File: src/rtl/pc_fetch_sequencer_if.sv
// pc_fetch_sequencer_if: imem fetch, commit and status bus; master = sequencer, slave = memory/datapath side
interface pc_fetch_sequencer_if #(parameter int XLEN = 32);
  logic            IMEM_REQ;
  logic [XLEN-1:0] IMEM_ADDR;
  logic            IMEM_RVALID;
  logic [XLEN-1:0] IMEM_RDATA;
  logic [XLEN-1:0] INSTR;
  logic            INSTR_VALID;
  logic            STALL;
  logic            PC_Sel;
  logic [XLEN-1:0] BRANCH_TARGET;
  logic [XLEN-1:0] PC;
  logic [XLEN-1:0] PC_PLUS4;
  logic [31:0]     INSTRET;
  logic            ERR;
  logic [1:0]      ERR_CODE;
  modport master (
    output IMEM_REQ, IMEM_ADDR, INSTR, INSTR_VALID, PC, PC_PLUS4, INSTRET, ERR, ERR_CODE,
    input  IMEM_RVALID, IMEM_RDATA, STALL, PC_Sel, BRANCH_TARGET
  );
  modport slave (
    input  IMEM_REQ, IMEM_ADDR, INSTR, INSTR_VALID, PC, PC_PLUS4, INSTRET, ERR, ERR_CODE,
    output IMEM_RVALID, IMEM_RDATA, STALL, PC_Sel, BRANCH_TARGET
  );
endinterface

File: src/rtl/pc_fetch_sequencer.sv
// pc_fetch_sequencer: RV32I fetch/commit sequencer; CLK, RSTN (async low) plus bus (imem req/addr/rvalid/rdata, instr/valid/stall, pc_sel/target, pc/pc_plus4/instret/err/err_code)
module pc_fetch_sequencer #(
  parameter int              XLEN     = 32,
  parameter logic [XLEN-1:0] RESET_PC = 32'h0000_0000,
  parameter int              MAX_WAIT = 15
) (
  input logic                 CLK,
  input logic                 RSTN,
  pc_fetch_sequencer_if.master bus
);
  typedef enum logic [2:0] {S_INIT, S_FETCH, S_WAIT, S_COMMIT, S_ERROR} state_t;
  localparam logic [7:0] WAIT_LAST = 8'(MAX_WAIT - 1);
  state_t          state_q, state_d;
  logic [XLEN-1:0] pc_q, pc_d, instr_q, instr_d;
  logic [31:0]     instret_q, instret_d;
  logic            err_q, err_d;
  logic [1:0]      code_q, code_d;
  logic [7:0]      cnt_q, cnt_d;
  logic [XLEN-1:0] pc_plus4;
  assign pc_plus4 = pc_q + XLEN'(4);
  always_comb begin
    state_d   = state_q;
    pc_d      = pc_q;
    instr_d   = instr_q;
    instret_d = instret_q;
    err_d     = err_q;
    code_d    = code_q;
    cnt_d     = cnt_q;
    case (state_q)
      S_INIT: state_d = S_FETCH;
      S_FETCH: begin
        cnt_d   = '0;
        instr_d = bus.IMEM_RVALID ? bus.IMEM_RDATA : instr_q;
        state_d = bus.IMEM_RVALID ? S_COMMIT : S_WAIT;
      end
      S_WAIT: begin
        cnt_d = cnt_q + 8'd1;
        if (bus.IMEM_RVALID) begin
          instr_d = bus.IMEM_RDATA;
          state_d = S_COMMIT;
        end else if (cnt_q == WAIT_LAST) begin
          err_d   = 1'b1;
          code_d  = 2'b01;
          state_d = S_ERROR;
        end
      end
      S_COMMIT: begin
        if (!bus.STALL) begin
          if (bus.PC_Sel && bus.BRANCH_TARGET[1]) begin
            err_d   = 1'b1;
            code_d  = 2'b10;
            state_d = S_ERROR;
          end else begin
            pc_d      = bus.PC_Sel ? {bus.BRANCH_TARGET[XLEN-1:1], 1'b0} : pc_plus4;
            instret_d = instret_q + 32'd1;
            state_d   = S_FETCH;
          end
        end
      end
      default: ;
    endcase
  end
  always_ff @(posedge CLK or negedge RSTN) begin
    if (!RSTN) begin
      state_q   <= S_INIT;
      pc_q      <= RESET_PC;
      instr_q   <= XLEN'(32'h0000_0013);
      instret_q <= '0;
      err_q     <= 1'b0;
      code_q    <= 2'b00;
      cnt_q     <= '0;
    end else begin
      state_q   <= state_d;
      pc_q      <= pc_d;
      instr_q   <= instr_d;
      instret_q <= instret_d;
      err_q     <= err_d;
      code_q    <= code_d;
      cnt_q     <= cnt_d;
    end
  end
  assign bus.IMEM_REQ    = state_q == S_FETCH;
  assign bus.IMEM_ADDR   = pc_q;
  assign bus.INSTR       = instr_q;
  assign bus.INSTR_VALID = state_q == S_COMMIT;
  assign bus.PC          = pc_q;
  assign bus.PC_PLUS4    = pc_plus4;
  assign bus.INSTRET     = instret_q;
  assign bus.ERR         = err_q;
  assign bus.ERR_CODE    = code_q;
endmodule
File: src/flat_wrapper.sv
// flat-port wrapper written by rule: the top's interface ports become plain ports
module pc_fetch_sequencer_flat 
#(
  parameter int              XLEN     = 32,
  parameter logic [XLEN-1:0] RESET_PC = 32'h0000_0000,
  parameter int              MAX_WAIT = 15
)
  (CLK, RSTN, bus_IMEM_REQ, bus_IMEM_ADDR, bus_INSTR, bus_INSTR_VALID, bus_PC, bus_PC_PLUS4, bus_INSTRET, bus_ERR, bus_ERR_CODE, bus_IMEM_RVALID, bus_IMEM_RDATA, bus_STALL, bus_PC_Sel, bus_BRANCH_TARGET);
  pc_fetch_sequencer_if #(.XLEN(XLEN)) bus_i ();
  input logic CLK;
  input logic RSTN;
  output wire logic [$bits(bus_i.IMEM_REQ)-1:0] bus_IMEM_REQ;
  output wire logic [$bits(bus_i.IMEM_ADDR)-1:0] bus_IMEM_ADDR;
  output wire logic [$bits(bus_i.INSTR)-1:0] bus_INSTR;
  output wire logic [$bits(bus_i.INSTR_VALID)-1:0] bus_INSTR_VALID;
  output wire logic [$bits(bus_i.PC)-1:0] bus_PC;
  output wire logic [$bits(bus_i.PC_PLUS4)-1:0] bus_PC_PLUS4;
  output wire logic [$bits(bus_i.INSTRET)-1:0] bus_INSTRET;
  output wire logic [$bits(bus_i.ERR)-1:0] bus_ERR;
  output wire logic [$bits(bus_i.ERR_CODE)-1:0] bus_ERR_CODE;
  input wire logic [$bits(bus_i.IMEM_RVALID)-1:0] bus_IMEM_RVALID;
  input wire logic [$bits(bus_i.IMEM_RDATA)-1:0] bus_IMEM_RDATA;
  input wire logic [$bits(bus_i.STALL)-1:0] bus_STALL;
  input wire logic [$bits(bus_i.PC_Sel)-1:0] bus_PC_Sel;
  input wire logic [$bits(bus_i.BRANCH_TARGET)-1:0] bus_BRANCH_TARGET;
  assign bus_IMEM_REQ = bus_i.IMEM_REQ;
  assign bus_IMEM_ADDR = bus_i.IMEM_ADDR;
  assign bus_INSTR = bus_i.INSTR;
  assign bus_INSTR_VALID = bus_i.INSTR_VALID;
  assign bus_PC = bus_i.PC;
  assign bus_PC_PLUS4 = bus_i.PC_PLUS4;
  assign bus_INSTRET = bus_i.INSTRET;
  assign bus_ERR = bus_i.ERR;
  assign bus_ERR_CODE = bus_i.ERR_CODE;
  assign bus_i.IMEM_RVALID = bus_IMEM_RVALID;
  assign bus_i.IMEM_RDATA = bus_IMEM_RDATA;
  assign bus_i.STALL = bus_STALL;
  assign bus_i.PC_Sel = bus_PC_Sel;
  assign bus_i.BRANCH_TARGET = bus_BRANCH_TARGET;
  pc_fetch_sequencer #(.XLEN(XLEN), .RESET_PC(RESET_PC), .MAX_WAIT(MAX_WAIT)) u_core (.CLK(CLK), .RSTN(RSTN), .bus(bus_i));
endmodule
File: config.mk
export PLATFORM = sky130hd
export DESIGN_NAME = pc_fetch_sequencer_flat
export DESIGN_NICKNAME = d
export VERILOG_FILES = /design/src/rtl/pc_fetch_sequencer_if.sv /design/src/rtl/pc_fetch_sequencer.sv /design/src/flat_wrapper.sv
export SDC_FILE = /design/constraint.sdc
export NUM_CORES = 1
export LEC_CHECK = 0
export BUFFER_PORTS_ARGS = -buffer_cell sky130_fd_sc_hd__buf_2
export CORE_ASPECT_RATIO = 0.5
export CORE_MARGIN = 1.5
export CORE_UTILIZATION = 53
export CTS_CLUSTER_DIAMETER = 100
export DETAILED_ROUTE_END_ITERATION = 10
export PLACE_DENSITY = 0.86
export SLEW_MARGIN = 20
export SYNTH_ARGS = -nofsm -noshare
export SYNTH_HDL_FRONTEND = slang
export SYNTH_SLANG_ARGS = --single-unit
File: constraint.sdc
create_clock -name CLK -period 2.8 [get_ports CLK]
set_input_delay 0.42 -clock CLK [delete_from_list [all_inputs] [get_ports CLK]]
set_output_delay 0.42 -clock CLK [all_outputs]
set_load 0.05 [all_outputs]
### Word level (Yosys, flattened, before mapping)

Cells that the tools add are included.

* output and inout bits: 165
* register bits after elaboration: 110
* input bits: 69
* logic and storage cells: 49

* bitwise gates (word level): 2
* equal/unequal tests: 9
* add/sub/neg operators: 3
* mux-type cells: 18
* reductions and logical operators: 10

Operator list (count)
* $add 32x1->32 const B: 1
* $add 32x3->32 const B: 1
* $mux 32: 1
* $pmux 8 s2: 1
* $mux 3: 4
* $pmux 3 s4: 1
* $add 8x1->8 const B: 1
* $eq 8x4->1 const B: 1
* $mux 2: 4
* $eq 3x2->1 const B: 2
* $reduce_and 3->1: 2
* $mux 1: 5
* $reduce_and 5->1: 1
* $ne 2x1->1 const B: 2
* $ne 2x2->1 const B: 2
* $pmux 2 s2: 1
* $reduce_bool 2->1: 2
* $reduce_bool 4->1: 1
* $eq 3x1->1 const B: 1
* $logic_not 3->1: 1
* $ne 3x2->1 const B: 1
* $not 1->1: 2
* $pmux 1 s2: 1
* $reduce_and 2->1: 1
* other kinds (2): 2

### Longest topological paths before layout

* depth in word-level cells: 4
* depth in mapped cells: 8

### Worst setup path after synthesis

Ideal clock, no wire load.

* path type: register to output
* start: reg u_core.pc_q[3], in the netlist u_core.bus.IMEM_ADDR[3]
* end: out bus_PC_PLUS4[24]
* buffers on the path: 1
* arrival: 2766 ps
* path slack: -386 ps
* cell stages (with the launch flop): 7
* cell sequence: dfrtp_1 > ha_1 > nand4_2 > nor4_4 > buf_4 > nand4_1 > xnor2_1

* cells in the longest elaborated chain, start to end: 1

RTL lines
* from (decl): line pc_fetch_sequencer.sv:14 `logic [XLEN-1:0] pc_q, pc_d, instr_q, instr_d;`
* from (signal assigned): line pc_fetch_sequencer.sv:74 `pc_q <= pc_d;`
* $add 32x3->32: line pc_fetch_sequencer.sv:20 `assign pc_plus4 = pc_q + XLEN'(4);`
* to (decl): line flat_wrapper.sv:17 `output wire logic [$bits(bus_i.PC_PLUS4)-1:0] bus_PC_PLUS4;`

No other way between the ends.

### Worst setup path after layout

* start: reg u_core.pc_q[3], in the netlist u_core.bus.IMEM_ADDR[3]
* end: out bus_PC_PLUS4[26]

Same word-level chain as after synthesis.

==> results.cfg <==
[critical_path]
endpoint_kind = output pin
cp_max_fo = 11
crit_arrival_ps = 2270
crit_required_ps = 2380
cpPeakStageDelay_ps = 420
critPathBufInv = 2
cp_cell_sequence = ha_2 -> nand4_2 -> nor4_4 -> buf_6 -> nand4_1 -> xnor2_2 -> buf_4
critPathTopFamily = simple AND/OR/NAND/NOR gates
critPathLaunchType = flip-flop
critical_path_class = flip-flop to output pin
cpMaxStageDelayCell = dfrtp_2

[timing]
setup_tns_ps = 0
finalSetupViolCount = 0
slew_violations = 0
maxSlewHeadroom = 0.5143
finalCriticalPeriod_ps = 2689
fmax_mhz = 372.0
period_share = 0.9602
clock_skew_ps = 8.306
tightest_slew_ps = 728.5
hold_violations = 0
rsz0062_at_grt = true

[worst_hold_path]
holdCritPathClass = input pin to async pin

[die]
initial_utilization = 0.5431
core_mm2 = 0.01095
die_w_um = 152.8
dieArea_mm2 = 0.01190
die_h_um = 77.89
rows = 27
ios = 234

[global_routing]
grt_util_all_layers = 0.2494
grt_pass1_vias = 4921
grt-ovfl-total = 0
grt_pass1_wl_um = 24230
antenna_found_initial = 0
grt_max_degree = 54

[clock_tree]
cts_tree = yes
cts_buffer_depth = 2
clock_sinks = 109
numCtsBuffers = 9
root_buffer = clkbuf_16
clk_pin_slew_ps = 70
cts_hold_buf = 0
worstSkewPairLatency_ps = 340
htreeDepth = 3

[synthesis]
netlist_area_mm2 = 0.005944
synth_area_leaders = dfrtp_1, xnor2_1, mux2_2
ys_seq_area_frac = 0.4595
yosysTopAreaCellShare = 0.4462
ys_async_sr_fraction = 1.000
yosysTopAreaCell = dfrtp_1
yosys_warnings = 0
avgSynthCellArea_um2 = 10.04
synth-edff-count = 0
syn-instance-count = 592
synth_ff_type = dfrtp_1
ys_types = 65
ys_seq_elements = 109

[cells_and_area]
syn_to_final_growth_pct = 26.67
num_antenna_cells = 0
layout-drive-gt1-share = 0.4309
post-route-util = 0.6879
finish.net_count = 864
nFillCells = 848
design_area_mm2 = 0.007530
stdcell_count = 941

[power]
vdd_drop_max_mv = 0.2896
cellLeakagePower_nw = 4.128
powerDensity_mw_per_mm2 = 391.2
p_total_mw = 2.946

[detailed_routing]
route.vias.total = 5164
final_antenna_net_count = 0
first_pass_iters = 6
drc = 0
wire_per_inst_um = 15.91
via_per_inst = 5.488
first_iter_violations = 296
totalWireLength_um = 14970

[place]
place_area_mm2 = 0.007141
globalplace.congestion = 0.8490
dpl.hpwl_um = 11060
dp_cells = 918
io_buffer_count = 229

[status]
status = finished clean

[flow_run]
drv_cap = 0
sequential cells by signal, summed over array words and instances, names as in the netlist:
| register | flops |
|---|---|
| u_core.state_q | 3 |
| u_core.bus.INSTR | 32 |
| u_core.bus.ERR_CODE | 2 |
| u_core.bus.IMEM_ADDR | 31 |
| u_core.bus.ERR | 1 |
| u_core.bus.INSTRET | 32 |
| u_core.cnt_q | 8 |
per-stage QoR:
step           hold WS [ps]  setup WS, ps
2_1_floorplan         124.4        -111.3
3_3_place_gp          446.2         317.5
3_5_place_dp          454.0         294.0
4_1_cts               156.5         3.438
5_1_grt               173.4        -50.97
6_report              129.9         111.5
synth_stat cells, drive strengths merged (19+ instances only):
cell   instances
dfrtp        106
nand2         48
buf           47
xnor2         40
nor2          33
mux2          32
o21ai         29
a21oi         27
nand3         26
nand4         24
nor3          23
xor2          19
logic make-up after synthesis:
logic type | Yosys count | share of synthesized area
AO/OA/AOI/OAI | 95 | 0.09872
XOR/XNOR | 59 | 0.08693
adder cells (fa/ha/maj) | 4 | 0.008420
buffers and inverters | 81 | 0.08082
flip-flops | 109 | 0.4595
multiplexers | 45 | 0.08251
other | 1 | 0.0006308
AND/OR/NAND/NOR | 198 | 0.1825
layout by cell type (no fill, tap or decap), types with 3 or more instances in the layout:
cell type / Yosys / layout
o21ai_0: 28 / 28
nand3_1: 25 / 25
clkbuf_16: 0 / 9
o221a_2: 4 / 4
o22ai_1: 12 / 12
a21oi_1: 27 / 26
xor2_2: 0 / 3
and2_1: 4 / 5
xnor2_1: 40 / 26
nand4_1: 21 / 21
a21o_1: 3 / 3
mux2i_1: 13 / 13
xnor2_2: 0 / 12
nor4_4: 3 / 3
nor2b_1: 4 / 4
conb_1: 1 / 3
nor3_1: 22 / 22
and3_1: 12 / 12
nand2_1: 48 / 48
buf_2: 6 / 222
mux2_2: 31 / 31
buf_4: 38 / 25
a2bb2oi_1: 3 / 3
nand2b_1: 3 / 3
dfrtp_2: 0 / 7
ha_1: 4 / 3
nor4_1: 5 / 5
dfstp_2: 3 / 3
inv_1: 16 / 16
xor2_1: 19 / 16
dfrtp_1: 106 / 99
nor2_1: 33 / 32
area by class of cell:
class	instances	area, µm²	area share
Timing Repair Buffer	250	1341	0.1781
Clock buffer	10	229.0	0.03041
Sequential cell	109	2740	0.3639
Tap cell	145	181.4	0.02409
Multi-Input combinational cell	404	2909	0.3863
Clock inverter	6	65.06	0.008641
Inverter	17	63.81	0.008475
what timing repair did:
item / in CTS / in global routing
pin swaps: 0 / 4
hold endpoints to repair: 0 / 0
endpoints found under the setup margin: 6 / 19
gates resized for setup: 6 / 14
setup buffers: 0 / 7
worst reg2reg max path, stage by stage (launching register included):
cell and delay, ps:
dfrtp_1 500, and4bb_2 520, nand2_1 450, nor2_1 380, a22o_1 180, a21o_1 80
power by group:
part           internal (mW)  switching [mW]
Sequential              1.57               0
Clock                  0.634           0.611
Combinational         0.0489          0.0798
final timing paths:
kind / start / end / slack [ps] / cells after the start
max: u_core.bus.IMEM_ADDR[3]$_DFFE_PN0P_ / bus_PC_PLUS4[26] / 110 / 7
min: RSTN / u_core.bus.IMEM_ADDR[14]$_DFFE_PN0P_ / 130 / 1
max reg2reg: u_core.state_q[1]$_DFFE_PN0P_ / u_core.bus.IMEM_ADDR[27]$_DFFE_PN0P_ / 640 / 5
min reg2reg: u_core.bus.ERR$_DFFE_PN0P_ / u_core.bus.ERR$_DFFE_PN0P_ / 470 / 1
max in group asynchronous: RSTN / u_core.bus.INSTR[0]$_DFFE_PN1P_ / 1900 / 2
min in group CLK: bus_IMEM_RDATA[3] / u_core.bus.INSTR[3]$_DFFE_PN0P_ / 310 / 2
layer usage:
layer	wire length (µm)	track usage
met3	966	0.05419
met1	6571	0.3330
met4	160	0.05962
met5	0	0
met2	7276	0.4176
Note: power is estimated with default switching activity, not from simulation.
